**config.mk**
```make
export PLATFORM = sky130hd
export DESIGN_NAME = mem_tick_sequencer_flat
export DESIGN_NICKNAME = d
export VERILOG_FILES = /design/src/rtl/mem_tick_sequencer_if.sv /design/src/rtl/mem_tick_sequencer.sv /design/src/flat_wrapper.sv
export SDC_FILE = /design/constraint.sdc
export NUM_CORES = 1
export LEC_CHECK = 0
export ABC_AREA = 1
export BUFFER_PORTS_ARGS = -buffer_cell sky130_fd_sc_hd__buf_2
export CAP_MARGIN = 20
export CORE_UTILIZATION = 51
export CTS_CLUSTER_SIZE = 30
export DETAILED_ROUTE_END_ITERATION = 8
export GPL_TIMING_DRIVEN = 0
export PLACE_DENSITY_LB_ADDON = 0.25
export RECOVER_POWER = 100
export SLEW_MARGIN = 20
export SYNTH_ARGS = -nofsm -noshare
export SYNTH_HDL_FRONTEND = slang
export SYNTH_SLANG_ARGS = --single-unit
```
**constraint.sdc**
```tcl
create_clock -name clk -period 1.8 [get_ports clk]
set_input_delay 0.27 -clock clk [delete_from_list [all_inputs] [get_ports clk]]
set_output_delay 0.27 -clock clk [all_outputs]
set_load 0.01 [all_outputs]
```
**src/rtl/mem_tick_sequencer_if.sv**
```systemverilog
// Bundle between the tick sequencer and its environment: slow-clock input,
// run control, the single-port memory bus and the display-stage outputs.
interface mem_tick_sequencer_if #(
    parameter int AW = 4,
    parameter int DW = 8
);
    logic          slow_clk;
    logic          start;
    logic          mode;
    logic          pause;
    logic          mem_en;
    logic          mem_we;
    logic [AW-1:0] mem_addr;
    logic [DW-1:0] mem_wdata;
    logic [DW-1:0] mem_rdata;
    logic [AW-1:0] disp_addr;
    logic [DW-1:0] disp_data;
    logic          disp_valid;
    logic          busy;
    logic          done;

    // Sequencer side: drives the memory bus and the display outputs.
    modport master (
        input  slow_clk, start, mode, pause, mem_rdata,
        output mem_en, mem_we, mem_addr, mem_wdata,
        output disp_addr, disp_data, disp_valid, busy, done
    );

    // Environment side: slow clock, run control and memory read data.
    modport slave (
        output slow_clk, start, mode, pause, mem_rdata,
        input  mem_en, mem_we, mem_addr, mem_wdata,
        input  disp_addr, disp_data, disp_valid, busy, done
    );
endinterface

```
**src/rtl/mem_tick_sequencer.sv**
```systemverilog
// Walks a single-port memory at the rate of the divided slow clock: optional
// pattern fill, then an in-order read-back whose results go to the display stage.
module mem_tick_sequencer #(
    parameter int            AW   = 4,
    parameter int            DW   = 8,
    parameter logic [DW-1:0] SEED = 8'hA5
) (
    input  logic                  clk,
    input  logic                  rst,
    mem_tick_sequencer_if.master  io_bus
);
    typedef enum logic [2:0] {
        S_IDLE,
        S_FILL,
        S_SCAN_REQ,
        S_SCAN_CAP,
        S_DONE
    } state_t;

    state_t        r_state;
    logic          r_s1;
    logic          r_s2;
    logic          r_s3;
    logic [AW-1:0] r_addr;
    logic          r_mem_en;
    logic          r_mem_we;
    logic [AW-1:0] r_mem_addr;
    logic [DW-1:0] r_mem_wdata;
    logic [AW-1:0] r_disp_addr;
    logic [DW-1:0] r_disp_data;
    logic          r_disp_valid;
    logic          r_busy;
    logic          r_done;

    logic          w_tick;
    logic          w_etick;
    logic          w_last;
    logic [DW-1:0] w_fill_data;

    // slow_clk is asynchronous data: two flops synchronise, the third finds its rising edge.
    assign w_tick      = r_s2 & ~r_s3;
    assign w_etick     = w_tick & ~io_bus.pause;
    assign w_last      = (r_addr == {AW{1'b1}});
    assign w_fill_data = DW'(r_addr) ^ SEED;

    always_ff @(posedge clk) begin
        if (rst) begin
            r_state      <= S_IDLE;
            r_s1         <= 1'b0;
            r_s2         <= 1'b0;
            r_s3         <= 1'b0;
            r_addr       <= '0;
            r_mem_en     <= 1'b0;
            r_mem_we     <= 1'b0;
            r_mem_addr   <= '0;
            r_mem_wdata  <= '0;
            r_disp_addr  <= '0;
            r_disp_data  <= '0;
            r_disp_valid <= 1'b0;
            r_busy       <= 1'b0;
            r_done       <= 1'b0;
        end else begin
            // Edge detector keeps running through pause so a release cannot fake a tick.
            r_s1         <= io_bus.slow_clk;
            r_s2         <= r_s1;
            r_s3         <= r_s2;
            r_mem_en     <= 1'b0;
            r_mem_we     <= 1'b0;
            r_disp_valid <= 1'b0;

            case (r_state)
                S_IDLE, S_DONE: begin
                    if (io_bus.start) begin
                        r_addr  <= '0;
                        r_busy  <= 1'b1;
                        r_done  <= 1'b0;
                        r_state <= io_bus.mode ? S_FILL : S_SCAN_REQ;
                    end
                end

                S_FILL: begin
                    if (w_etick) begin
                        r_mem_en    <= 1'b1;
                        r_mem_we    <= 1'b1;
                        r_mem_addr  <= r_addr;
                        r_mem_wdata <= w_fill_data;
                        r_addr      <= r_addr + AW'(1);
                        if (w_last) begin
                            r_state <= S_SCAN_REQ;
                        end
                    end
                end

                S_SCAN_REQ: begin
                    if (w_etick) begin
                        r_mem_en   <= 1'b1;
                        r_mem_we   <= 1'b0;
                        r_mem_addr <= r_addr;
                        r_state    <= S_SCAN_CAP;
                    end
                end

                // Read data is due at the end of the access cycle; capture it unconditionally.
                S_SCAN_CAP: begin
                    r_disp_data  <= io_bus.mem_rdata;
                    r_disp_addr  <= r_addr;
                    r_disp_valid <= 1'b1;
                    if (w_last) begin
                        r_busy  <= 1'b0;
                        r_done  <= 1'b1;
                        r_state <= S_DONE;
                    end else begin
                        r_addr  <= r_addr + AW'(1);
                        r_state <= S_SCAN_REQ;
                    end
                end

                default: begin
                    r_busy  <= 1'b0;
                    r_done  <= 1'b0;
                    r_state <= S_IDLE;
                end
            endcase
        end
    end

    assign io_bus.mem_en     = r_mem_en;
    assign io_bus.mem_we     = r_mem_we;
    assign io_bus.mem_addr   = r_mem_addr;
    assign io_bus.mem_wdata  = r_mem_wdata;
    assign io_bus.disp_addr  = r_disp_addr;
    assign io_bus.disp_data  = r_disp_data;
    assign io_bus.disp_valid = r_disp_valid;
    assign io_bus.busy       = r_busy;
    assign io_bus.done       = r_done;
endmodule

```
**src/flat_wrapper.sv**
```systemverilog
// flat-port wrapper written by rule: the top's interface ports become plain ports
module mem_tick_sequencer_flat 
#(
    parameter int            AW   = 4,
    parameter int            DW   = 8,
    parameter logic [DW-1:0] SEED = 8'hA5
)
  (clk, rst, io_bus_slow_clk, io_bus_start, io_bus_mode, io_bus_pause, io_bus_mem_rdata, io_bus_mem_en, io_bus_mem_we, io_bus_mem_addr, io_bus_mem_wdata, io_bus_disp_addr, io_bus_disp_data, io_bus_disp_valid, io_bus_busy, io_bus_done);
  mem_tick_sequencer_if #(.AW(AW), .DW(DW)) io_bus_i ();
  input  logic clk;
  input  logic rst;
  input wire logic [$bits(io_bus_i.slow_clk)-1:0] io_bus_slow_clk;
  input wire logic [$bits(io_bus_i.start)-1:0] io_bus_start;
  input wire logic [$bits(io_bus_i.mode)-1:0] io_bus_mode;
  input wire logic [$bits(io_bus_i.pause)-1:0] io_bus_pause;
  input wire logic [$bits(io_bus_i.mem_rdata)-1:0] io_bus_mem_rdata;
  output wire logic [$bits(io_bus_i.mem_en)-1:0] io_bus_mem_en;
  output wire logic [$bits(io_bus_i.mem_we)-1:0] io_bus_mem_we;
  output wire logic [$bits(io_bus_i.mem_addr)-1:0] io_bus_mem_addr;
  output wire logic [$bits(io_bus_i.mem_wdata)-1:0] io_bus_mem_wdata;
  output wire logic [$bits(io_bus_i.disp_addr)-1:0] io_bus_disp_addr;
  output wire logic [$bits(io_bus_i.disp_data)-1:0] io_bus_disp_data;
  output wire logic [$bits(io_bus_i.disp_valid)-1:0] io_bus_disp_valid;
  output wire logic [$bits(io_bus_i.busy)-1:0] io_bus_busy;
  output wire logic [$bits(io_bus_i.done)-1:0] io_bus_done;
  assign io_bus_i.slow_clk = io_bus_slow_clk;
  assign io_bus_i.start = io_bus_start;
  assign io_bus_i.mode = io_bus_mode;
  assign io_bus_i.pause = io_bus_pause;
  assign io_bus_i.mem_rdata = io_bus_mem_rdata;
  assign io_bus_mem_en = io_bus_i.mem_en;
  assign io_bus_mem_we = io_bus_i.mem_we;
  assign io_bus_mem_addr = io_bus_i.mem_addr;
  assign io_bus_mem_wdata = io_bus_i.mem_wdata;
  assign io_bus_disp_addr = io_bus_i.disp_addr;
  assign io_bus_disp_data = io_bus_i.disp_data;
  assign io_bus_disp_valid = io_bus_i.disp_valid;
  assign io_bus_busy = io_bus_i.busy;
  assign io_bus_done = io_bus_i.done;
  mem_tick_sequencer #(.AW(AW), .DW(DW), .SEED(SEED)) u_core (.clk(clk), .rst(rst), .io_bus(io_bus_i));
endmodule
```
# ---- Yosys cells after proc, flatten, opt, wreduce, memory -nomap -nowiden
# Cells that the tools add are included.
# W data, S select, Z words.
dict set report word_totals {
  reg_bits 37
  inputBits 14
  out_inout_bits 29
  word_cells 63
}
dict set report op_classes {
  add_sub_neg 1
  n_eq_ne 11
  muxes 19
  bitwise 7
  reduce_logical 11
}
# cell count
set ops {}
lappend ops {{$mux W3} 5}
lappend ops {{$mux W4} 3}
lappend ops {{$pmux W3 S4} 1}
lappend ops {{$pmux W4 S3} 1}
lappend ops {{$ne A2 B1 Y1 const B} 4}
lappend ops {{$reduce_and A4 Y1} 2}
lappend ops {{$reduce_or A2 Y1} 4}
lappend ops {{$eq A3 B2 Y1 const B} 2}
lappend ops {{$mux W1} 6}
lappend ops {{$pmux W1 S3} 2}
lappend ops {{$add A4 B1 Y4 const B} 1}
lappend ops {{$eq A4 B4 Y1 const B} 1}
lappend ops {{$ne A2 B2 Y1 const B} 2}
lappend ops {{$not A1 Y1} 4}
lappend ops {{$not A2 Y4} 1}
lappend ops {{$reduce_and A2 Y1} 2}
lappend ops {{$eq A3 B1 Y1 const B} 1}
lappend ops {{$eq A3 B3 Y1 const B} 1}
lappend ops {{$logic_not A3 Y1} 1}
lappend ops {{$reduce_and A3 Y1} 1}
lappend ops {{$reduce_bool A3 Y1} 1}
lappend ops {{$and A1 B1 Y1} 2}
lappend ops {{$mux W2} 1}

# ---- Depth between registers and ports, before layout
# Gate-level depths: netlist of run 1.
dict set report depth {
  word_depth 5
  ltp_mapped 9
  ltp_nobuf 9
}

# ---- Worst setup path after synthesis of run 1
# No wires, ideal clock.
dict set report synth_path {
  path_kind {reg2reg}
  from {register u_core.r_addr[0]}
  to {register u_core.r_state[1]}
  setup_time_ns 0.113
  arrival_ns 1.170
  required_ns 1.687
  slack_ns 0.517
  path_stages_with_launch 9
  path_buffers 0
  period_less_slack_ns 1.283
  cell_sequence {dfxtp_1 ha_1 inv_1 nor2_1 nor2_1 nor2_2 nand2_2 nor2_1 nor2_1}
}
dict set report synth_via {
  elab_chain_len 3
  elab_cells_between_ends 5
  cone_classes {eq/ne (2); mux (2); reduce/logical (1)}
}
# item line
set synth_rtl {}
lappend synth_rtl {{start, declared} mem_tick_sequencer.sv:24} ;# logic [AW-1:0] r_addr;
lappend synth_rtl {{start signal, assigned} mem_tick_sequencer.sv:87} ;# r_addr <= r_addr + AW'(1);
lappend synth_rtl {{start signal, assigned} mem_tick_sequencer.sv:113} ;# r_addr <= r_addr + AW'(1);
lappend synth_rtl {{$eq A4 B4 Y1 *} mem_tick_sequencer.sv:43} ;# assign w_last = (r_addr == {AW{1'b1}});
lappend synth_rtl {{$mux W3 / $ne A2 B1 Y1 (equally long branches)} -}
lappend synth_rtl {{$pmux W3 S4 / $reduce_and A4 Y1 (equally long branches)} -}
lappend synth_rtl {{end signal, assigned} mem_tick_sequencer.sv:77} ;# r_state <= io_bus.mode ? S_FILL : S_SCAN_REQ;
lappend synth_rtl {{end, declared} mem_tick_sequencer.sv:20} ;# state_t r_state;
# Mark *: on every way between the ends. The rest lies on a longest branch, timed or not.
# A chain may end at the register's enable or synchronous reset.

# ---- Final worst setup path of run 1
dict set report layout_path {
  from {register u_core.r_state[1]}
  to {register u_core.r_mem_addr[0], in the netlist u_core.io_bus.mem_addr[0]}
}
dict set report layout_via {
  elab_chain_len 3
  elab_cells_between_ends 4
  cone_classes {eq/ne (2); reduce/logical (2)}
}
# item line
set layout_rtl {}
lappend layout_rtl {{$eq A3 B1 Y1 / $eq A3 B2 Y1 (equally long branches)} mem_tick_sequencer.sv:71} ;# case (r_state)
lappend layout_rtl {{$reduce_or A2 Y1 (no source line) *} -}
lappend layout_rtl {{$reduce_and A2 Y1 (no source line) *} -}
lappend layout_rtl {{end signal, assigned} mem_tick_sequencer.sv:85} ;# r_mem_addr <= r_addr;
lappend layout_rtl {{end signal, assigned} mem_tick_sequencer.sv:98} ;# r_mem_addr <= r_addr;
lappend layout_rtl {{end, declared} mem_tick_sequencer.sv:27} ;# logic [AW-1:0] r_mem_addr;
# Marks and branches as above.

==> results of run 1 <==
==> through the flow <==
step	setup slack (ns)	instances	hold WS [ns]
finish	0.205	285	0.126
global placement	0.321	277	0.391
global route	0.0570	285	0.155
detailed placement	0.307	277	0.406
CTS	0.287	285	0.112
floorplan	0.517	206	0.349
==> layer usage <==
layer	global-route usage, %	vias up
li1	-	740
met1	28.2	614
met2	32.3	42
met3	5.07	8
met4	10.5	0
met5	0	-
==> area by class of cell <==
class                      count  area, um2
tap                           31       38.8
sequential                    36        721
inverter                      21       78.8
clock inverter                 2       35.0
buffer                         9       47.5
fill                         300       1030
multi-input combinational    140        651
clock buffer                   6       41.3
timing repair buffer          40        166
==> cells by family after synthesis <==
family | Yosys count | share of synthesized area (%)
compound gates | 40 | 14.7
fa+ha+maj | 1 | 0.817
buf+inv | 30 | 8.33
flops | 36 | 47.1
other cells | 1 | 0.245
simple gates | 97 | 28.8
==> placed cells by master, fill, tap and decap left out <==
cell       netlist  routed
a21oi_1         16      17
a21oi_4          2       1
buf_2            3      15
buf_4            3       2
bufinv_16        0       1
clkbuf_1         3      32
clkbuf_4         0       6
clkinv_2         0       1
conb_1           1       2
dfxtp_1         36      36
ha_1             1       1
inv_1           17      18
inv_2            4       3
nand2_1         29      32
nand2_2          7       4
nand3_1          6       7
nand3_2          3       2
nand4_1          1       1
nor2_1          44      45
nor2_2           3       4
nor2_4           3       1
nor3_1           1       1
o211ai_1         1       1
o21ai_0         19      19
o21ai_1          2       2
==> worst paths after layout <==
| kind | to | slack, ns | cells past startpoint |
|---|---|---|---|
| max | u_core.io_bus.mem_addr[0] | 0.20 | 5 |
| max reg2reg | u_core.io_bus.mem_addr[0] | 0.20 | 5 |
| min | u_core.r_s1 | 0.13 | 3 |
| min reg2reg | u_core.r_s2 | 0.42 | 2 |
==> critical path: stages (launching register included) <==
cell,delay (ns)
dfxtp_1,0.52
nand3_2,0.18
a21oi_1,0.52
inv_1,0.12
nor2_1,0.11
nor2_1,0.05
==> flip-flops by register name, summed over array words and instances (netlist names) <==
signal,count
u_core.io_bus.busy,1
u_core.io_bus.disp_addr,4
u_core.io_bus.disp_data,8
u_core.io_bus.disp_valid,1
u_core.io_bus.done,1
u_core.io_bus.mem_addr,4
u_core.io_bus.mem_en,1
u_core.io_bus.mem_wdata,5
u_core.io_bus.mem_we,1
u_core.r_addr,4
u_core.r_s1,1
u_core.r_s2,1
u_core.r_s3,1
u_core.r_state,3
==> power groups by stage <==
stage	clock (mW)	sequential (mW)	combinational (mW)
after floorplan	0	1.08	0.777
after global placement	0	1.06	1.02
after detailed placement	0	1.06	1.03
after CTS	0.563	1.04	1.04
after global routing	0.597	1.06	1.11
final	0.552	1.04	0.969
==> results.sh, run 1 <==
export IMPL_outcome="finished, violations left"
export IMPL_violations="DRC"
export IMPL_postRouteAntennaNets=0
export IMPL_syn_area_um2=1530
export IMPL_cts_sinks=36
export IMPL_wl_met1_mm=1.45
export IMPL_swShare_pct=39.7
export IMPL_comb_power_share_pct=37.8
export IMPL_gr_usage_all_layers_pct=21.2
export IMPL_setup_viol=0
export IMPL_n_antenna_cell=0
export IMPL_yosysSeqAreaShare_pct=47.1
export IMPL_report_final_slew_viol_count=0
export IMPL_rsz0062_at_grt="no"
export IMPL_startpoint_type="flip-flop"
export IMPL_fin_nets=268
export IMPL_endpoint_kind="flip-flop"
export IMPL_worst_ep_arrival_time_ns=1.84
export IMPL_power_mw=2.56
export IMPL_die_x_um=56.8
export IMPL_synth_top_area_cell="dfxtp_1"
export IMPL_clk_pin_slew_ns=0.10
export IMPL_maxCapViolCount=0
export IMPL_ctsResizeCount=0
export IMPL_finalHoldViolCount=0
export IMPL_core_area_um2=2810
export IMPL_slew_headroom_pct=62.0
export IMPL_yosys_top_cells_area="dfxtp_1, nor2_1, nand2_1, o21ai_0, a21oi_1"
export IMPL_grt_overflow_total=0
export IMPL_grt_start_max_net_pins=12
export IMPL_finalClockSkew_ns=0.00844
export IMPL_hp_start="io_bus_slow_clk"
export IMPL_path_class="flip-flop to flip-flop"
export IMPL_worstMarginPinSlew_ns=0.569
export IMPL_drc=10
export IMPL_antenna_found_initial=0
export IMPL_min_period_over_period_pct=88.6
export IMPL_area_growth_synth_to_final_pct=16.2
export IMPL_synth_cells=205
export IMPL_grt_pass1_vias=1236
export IMPL_internal_power_mw=1.55
export IMPL_min_period_ns=1.60
export IMPL_cp_max_fo=8
export IMPL_core_rowCount=19
export IMPL_synth_flop_cell="dfxtp_1"
export IMPL_routed_wirelength_mm=3.08
export IMPL_vias=1404
export IMPL_synth_edf_count=0
export IMPL_stdcell_area_um2=1780
export IMPL_setup_tns_ns=0
export IMPL_synth_top_area_share_pct=47.1
export IMPL_cts_buffers=5
export IMPL_power_leakage_nw=0.776
export IMPL_cts_hold_buf=0
export IMPL_highest_layer="met4"
export IMPL_cts_root_buf="clkbuf_4"
export IMPL_drt_initial_drc_count=52
export IMPL_hold_class="input pin to flip-flop"
export IMPL_viasPerCell=4.93
export IMPL_yosys_top_cells_count="nor2_1, dfxtp_1, nand2_1"
export IMPL_grt_pass1_wl_mm=5.29
export IMPL_power_frac_seq_pct=40.7
export IMPL_clock_path_buffers=2
export IMPL_postPlaceCellArea_um2=1770
export IMPL_start_util_pct=54.6
export IMPL_die_y_um=56.8
export IMPL_wl_met3_um=184
export IMPL_worstSkewPairLatency_ns=0.34
export IMPL_die_area_um2=3230
export IMPL_synth_distinct_cells=22
export IMPL_utilization_pct=63.4
export IMPL_timing_rr_start="u_core.r_state[1]"
export IMPL_fmax_ghz=0.627
export IMPL_syn_mean_instance_area_um2=7.47
export IMPL_synth_warnings=0
export IMPL_dp_hpwl_mm=2.27
export IMPL_p_sw_mw=1.02
export IMPL_io_buffers=40
export IMPL_yosys_register_bits=36
export IMPL_yosysMostFrequentCell="nor2_1"
export IMPL_critPathLaunch="u_core.r_state[1]"
export IMPL_gp_congestion=0.853
export IMPL_final_layout_size_suffix_gt1_share_pct=15.7
export IMPL_wire_per_inst_um=10.8
export IMPL_top_level_ports=43
export IMPL_clockPowerShare_pct=21.5
export IMPL_ir_drop_mv=0.800
export IMPL_worstPathRequired_ns=2.04
export IMPL_htreeDepth=2
export IMPL_post_cts_buffers=0
export IMPL_cts_tree="built"
export IMPL_firstDrtPassIters=6
export IMPL_p_per_area_nw_per_um2=1440
export IMPL_synthArstFlopShare_pct=0
export IMPL_route_met2_wl_mm=1.38
Power figures use the tool's default switching activity.
==> run 2, diff against run 1 <==
--- a/config.mk
+++ b/config.mk
@@ -8,7 +8,9 @@
 export ABC_AREA = 1
 export BUFFER_PORTS_ARGS = -buffer_cell sky130_fd_sc_hd__buf_2
 export CAP_MARGIN = 20
-export CORE_UTILIZATION = 51
+export CELL_PAD_IN_SITES_DETAIL_PLACEMENT = 1
+export CELL_PAD_IN_SITES_GLOBAL_PLACEMENT = 1
+export CORE_UTILIZATION = 36
 export CTS_CLUSTER_SIZE = 30
 export DETAILED_ROUTE_END_ITERATION = 8
 export GPL_TIMING_DRIVEN = 0
==> results.sh, run 2 (same netlist as run 1, synthesis figures left out) <==
export IMPL_outcome="completed"
export IMPL_antenna_found_initial=0
export IMPL_final_layout_size_suffix_gt1_share_pct=16.5
export IMPL_p_per_area_nw_per_um2=1490
export IMPL_layout_commonest_cell="nor2_1"
export IMPL_cts_tree="built"
export IMPL_cp_max_fo=10
export IMPL_cts_hold_buf=0
export IMPL_wire_per_inst_um=12.1
export IMPL_ctsResizeCount=0
export IMPL_clk_pin_slew_ns=0.07
export IMPL_ir_drop_mv=0.572
export IMPL_die_x_um=67.2
export IMPL_worstMarginPinSlew_ns=0.500
export IMPL_worstPathRequired_ns=2.03
export IMPL_top_level_ports=43
export IMPL_min_period_ns=1.56
export IMPL_cts_root_buf="clkbuf_8"
export IMPL_worstSkewPairLatency_ns=0.29
export IMPL_grt_start_max_net_pins=12
export IMPL_fin_nets=268
export IMPL_gr_usage_all_layers_pct=18.1
export IMPL_grt_pass1_wl_mm=6.01
export IMPL_largest_register_ffs=8
export IMPL_dp_hpwl_mm=2.76
export IMPL_worst_slack_ns=0.241
export IMPL_reg2reg_depth=5
export IMPL_viasPerCell=4.63
export IMPL_postRouteAntennaNets=0
export IMPL_slew_headroom_pct=66.6
export IMPL_path_class="flip-flop to flip-flop"
export IMPL_worst_ep_arrival_time_ns=1.79
export IMPL_setup_viol=0
export IMPL_power_leakage_nw=0.789
export IMPL_fmax_ghz=0.642
export IMPL_holdPathStages=3
export IMPL_routed_wirelength_mm=3.67
export IMPL_cts_buffers=5
export IMPL_dp_slack_ns=0.270
export IMPL_finalHoldViolCount=0
export IMPL_whs_ns=0.184
export IMPL_hold_class="input pin to flip-flop"
export IMPL_endpoint_kind="flip-flop"
export IMPL_post_cts_buffers=0
export IMPL_htreeDepth=2
export IMPL_die_area_um2=4520
export IMPL_min_period_over_period_pct=86.6
export IMPL_area_growth_synth_to_final_pct=20.7
export IMPL_drc=0
export IMPL_startpoint_type="flip-flop"
export IMPL_start_util_pct=38.0
export IMPL_firstDrtPassIters=4
export IMPL_n_antenna_cell=0
export IMPL_core_area_um2=4030
export IMPL_grt_overflow_total=0
export IMPL_setup_tns_ns=0
export IMPL_gp_congestion=0.778
export IMPL_report_final_slew_viol_count=0
export IMPL_cts_sinks=36
export IMPL_rsz0062_at_grt="no"
export IMPL_vias=1406
export IMPL_finalClockSkew_ns=0.00266
export IMPL_drt_initial_drc_count=60
export IMPL_clock_path_buffers=2
export IMPL_grt_pass1_vias=1374
export IMPL_layout_common_cells="nor2_1, dfxtp_1, clkbuf_1"
export IMPL_die_y_um=67.2
export IMPL_maxCapViolCount=0
export IMPL_io_buffers=40
export IMPL_utilization_pct=45.9
export IMPL_core_rowCount=23
-- run 2: power by group --
part | switching (mW) | leakage, nW | total [mW] | internal [mW]
sequential | 0.118 | 0.292 | 1.04 | 0.923
combinational | 0.671 | 0.441 | 1.01 | 0.341
clock | 0.292 | 0.0552 | 0.703 | 0.411
-- run 2: worst max-delay path, cell delays in order (launching register included) --
cell and delay [ns]:
dfxtp_1 0.51, nand2_2 0.09, nor2_2 0.30, clkbuf_1 0.41
nor2_1 0.09, nor2_1 0.11
-- run 2: layout make-up --
type,count,area [um2]
Inverter,21,78.8
Multi-Input combinational cell,140,664
Timing Repair Buffer,40,166
Buffer,9,47.5
Tap cell,50,62.6
Sequential cell,36,721
Fill cell,537,2180
Clock inverter,2,35.0
Clock buffer,6,72.6
-- run 2: metal layers --
| layer | GRT usage [%] | part of all wire [%] | vias to the layer above |
|---|---|---|---|
| li1 | - | - | 737 |
| met1 | 21.3 | 46 | 628 |
| met2 | 30.5 | 46 | 33 |
| met3 | 4.05 | 5.4 | 8 |
| met4 | 9.57 | 2.0 | 0 |
| met5 | 0 | 0 | - |
-- run 2: stage by stage --
stage | cells | instance area (um2) | power, mW
final | 304 | 1850 | 2.76
after global routing | 304 | 1850 | 2.98
after CTS | 304 | 1910 | 2.84
after detailed placement | 296 | 1800 | 2.13
after global placement | 296 | 1800 | 2.10
after floorplan | 206 | 1540 | 1.85
-- run 2: final timing paths --
path,start,to,slack [ns]
hold / removal,io_bus_slow_clk,u_core.r_s1,0.18
setup reg to reg,u_core.r_state[1],u_core.io_bus.disp_data[4],0.24
setup / recovery,u_core.r_state[1],u_core.io_bus.disp_data[4],0.24
hold reg to reg,u_core.r_s1,u_core.r_s2,0.41
==> run 3, diff against run 2 <==
--- a/config.mk
+++ b/config.mk
@@ -6,7 +6,7 @@
 export NUM_CORES = 1
 export LEC_CHECK = 0
 export ABC_AREA = 1
-export BUFFER_PORTS_ARGS = -buffer_cell sky130_fd_sc_hd__buf_2
+export BUFFER_PORTS_ARGS = -buffer_cell sky130_fd_sc_hd__clkbuf_2
 export CAP_MARGIN = 20
 export CELL_PAD_IN_SITES_DETAIL_PLACEMENT = 1
 export CELL_PAD_IN_SITES_GLOBAL_PLACEMENT = 1
==> constraint.sdc (replaced) <==
create_clock -name clk -period 1.8 [get_ports clk]
set_input_delay 0.09 -clock clk [delete_from_list [all_inputs] [get_ports clk]]
set_output_delay 0.09 -clock clk [all_outputs]
set_load 0.01 [all_outputs]
==> results.sh, run 3 (same netlist as run 1, synthesis figures left out) <==
export IMPL_holdPathStages=3
export IMPL_gr_usage_all_layers_pct=18.3
export IMPL_viasPerCell=4.73
export IMPL_postRouteAntennaNets=0
export IMPL_firstDrtPassIters=4
export IMPL_stdcell_area_um2=1870
export IMPL_r2r_end="u_core.io_bus.busy"
export IMPL_startpoint_type="flip-flop"
export IMPL_path_delay_family="simple AND/OR/NAND/NOR gates"
export IMPL_antenna_found_initial=0
export IMPL_clk_pin_slew_ns=0.07
export IMPL_dp_hpwl_mm=2.73
export IMPL_min_period_over_period_pct=88.1
export IMPL_critPathLaunch="u_core.r_addr[0]"
export IMPL_place_inst=296
export IMPL_cts_sinks=36
export IMPL_crit_chain="ha_1, nand3_1, nand2_1, nand2_2, nor2_1, nand2_1, a21oi_1"
export IMPL_slowest_stage="dfxtp_1"
export IMPL_cp_buffers_inverters=0
export IMPL_area_growth_synth_to_final_pct=22.3
export IMPL_worstSkewPairLatency_ns=0.29
export IMPL_endpoint_kind="flip-flop"
export IMPL_ff_latch_area_um2=721
export IMPL_core_area_um2=4030
export IMPL_routed_wirelength_mm=3.75
export IMPL_wire_per_inst_um=12.3
export IMPL_worst_slack_ns=0.214
export IMPL_drc=0
export IMPL_finalHoldViolCount=0
export IMPL_hold_class="input pin to flip-flop"
export IMPL_maxCapViolCount=0
export IMPL_worstMarginPinSlew_ns=0.536
export IMPL_layout_commonest_cell="nor2_1"
export IMPL_min_to="u_core.io_bus.disp_data[3]"
export IMPL_ctsResizeCount=0
export IMPL_multi_input_area_um2=662
export IMPL_finalClockSkew_ns=0.00454
export IMPL_power_leakage_nw=0.799
export IMPL_largest_register_ffs=8
export IMPL_top_level_ports=43
export IMPL_dp_slack_ns=0.263
export IMPL_die_x_um=67.2
export IMPL_io_buffers=40
export IMPL_p_per_area_nw_per_um2=1510
export IMPL_slew_headroom_pct=64.1
export IMPL_postPlaceCellArea_um2=1800
export IMPL_report_final_slew_viol_count=0
export IMPL_worst_ep_arrival_time_ns=1.81
export IMPL_layoutNonFillerInstCount=305
export IMPL_drt_initial_drc_count=45
export IMPL_layout_common_cells="nor2_1, dfxtp_1, clkbuf_1"
export IMPL_cts_root_buf="clkbuf_8"
export IMPL_fmax_ghz=0.630
export IMPL_clock_path_buffers=2
export IMPL_die_area_um2=4520
export IMPL_cts_hold_buf=1
export IMPL_grt_pass1_wl_mm=6.01
export IMPL_vias=1442
export IMPL_setup_viol=0
export IMPL_reg2reg_depth=7
export IMPL_cp_max_fo=8
export IMPL_hp_start="io_bus_mem_rdata[3]"
export IMPL_n_antenna_cell=0
export IMPL_fin_nets=269
export IMPL_outcome="completed"
export IMPL_die_y_um=67.2
export IMPL_cp_num_cells=7
export IMPL_final_layout_size_suffix_gt1_share_pct=16.1
export IMPL_min_period_ns=1.59
export IMPL_ir_drop_mv=0.753
export IMPL_gp_congestion=0.777
export IMPL_post_cts_buffers=0
export IMPL_setup_tns_ns=0
export IMPL_max_stage_delay_ns=0.50
export IMPL_cts_tree="built"
export IMPL_rsz0062_at_grt="no"
export IMPL_timing_rr_start="u_core.r_addr[0]"
export IMPL_regToRegSetupSlack_ns=0.21
export IMPL_start_util_pct=38.0
export IMPL_utilization_pct=46.5
export IMPL_core_rowCount=23
export IMPL_grt_start_max_net_pins=12
export IMPL_fillerInstances=565
export IMPL_path_class="flip-flop to flip-flop"
export IMPL_cts_buffers=5
export IMPL_cpMostUsedCell="nand2_1"
export IMPL_grt_overflow_total=0
export IMPL_worstPathRequired_ns=2.02
export IMPL_htreeDepth=2
export IMPL_grt_pass1_vias=1335
## run 3: worst max path at each step
stage                               endpoint
after floorplan            u_core.r_state[1]
after global placement     u_core.r_state[1]
after detailed placement   u_core.r_state[1]
after CTS                  u_core.r_state[1]
after global routing      u_core.io_bus.busy
final                     u_core.io_bus.busy
## run 3: layer usage
layer,part of all wire (%),global-route usage [%],vias up
met4,1.2,6.38,0
met2,46,30.0,34
met3,6.6,7.43,6
met1,46,21.5,666
li1,-,-,736
met5,0,0,-
## run 3: stage by stage
stage,hold slack (ns),total power [mW]
6_report,0.0466,2.82
3_3_place_gp,0.296,2.10
4_1_cts,0.0106,2.93
5_1_grt,0.0457,3.06
2_1_floorplan,0.169,1.85
3_5_place_dp,0.297,2.13
## run 3: final cells by class
class / instances / share of cell area (%)
inverters: 21 / 4.21
flip-flops and latches: 36 / 38.5
well taps: 50 / 3.34
multi-input cells: 140 / 35.3
plain buffers: 9 / 2.54
clock buffers: 7 / 5.14
repair buffers: 41 / 9.35
clock inverters: 1 / 1.60
## run 3: worst min-delay path, delay by kind of cell
kind	cells	cell delay [ns]
buffers and inverters	1	0.07
AOI/OAI and AO/OA	1	0.07
and+or+nand+nor	1	0.07
## run 3: where the power goes
part	leakage [nW]	total (mW)	internal [mW]	switching (mW)
logic	0.442	0.993	0.332	0.661
registers	0.292	1.04	0.923	0.122
clock network	0.0645	0.787	0.489	0.298
total	0.799	2.82	1.74	1.08
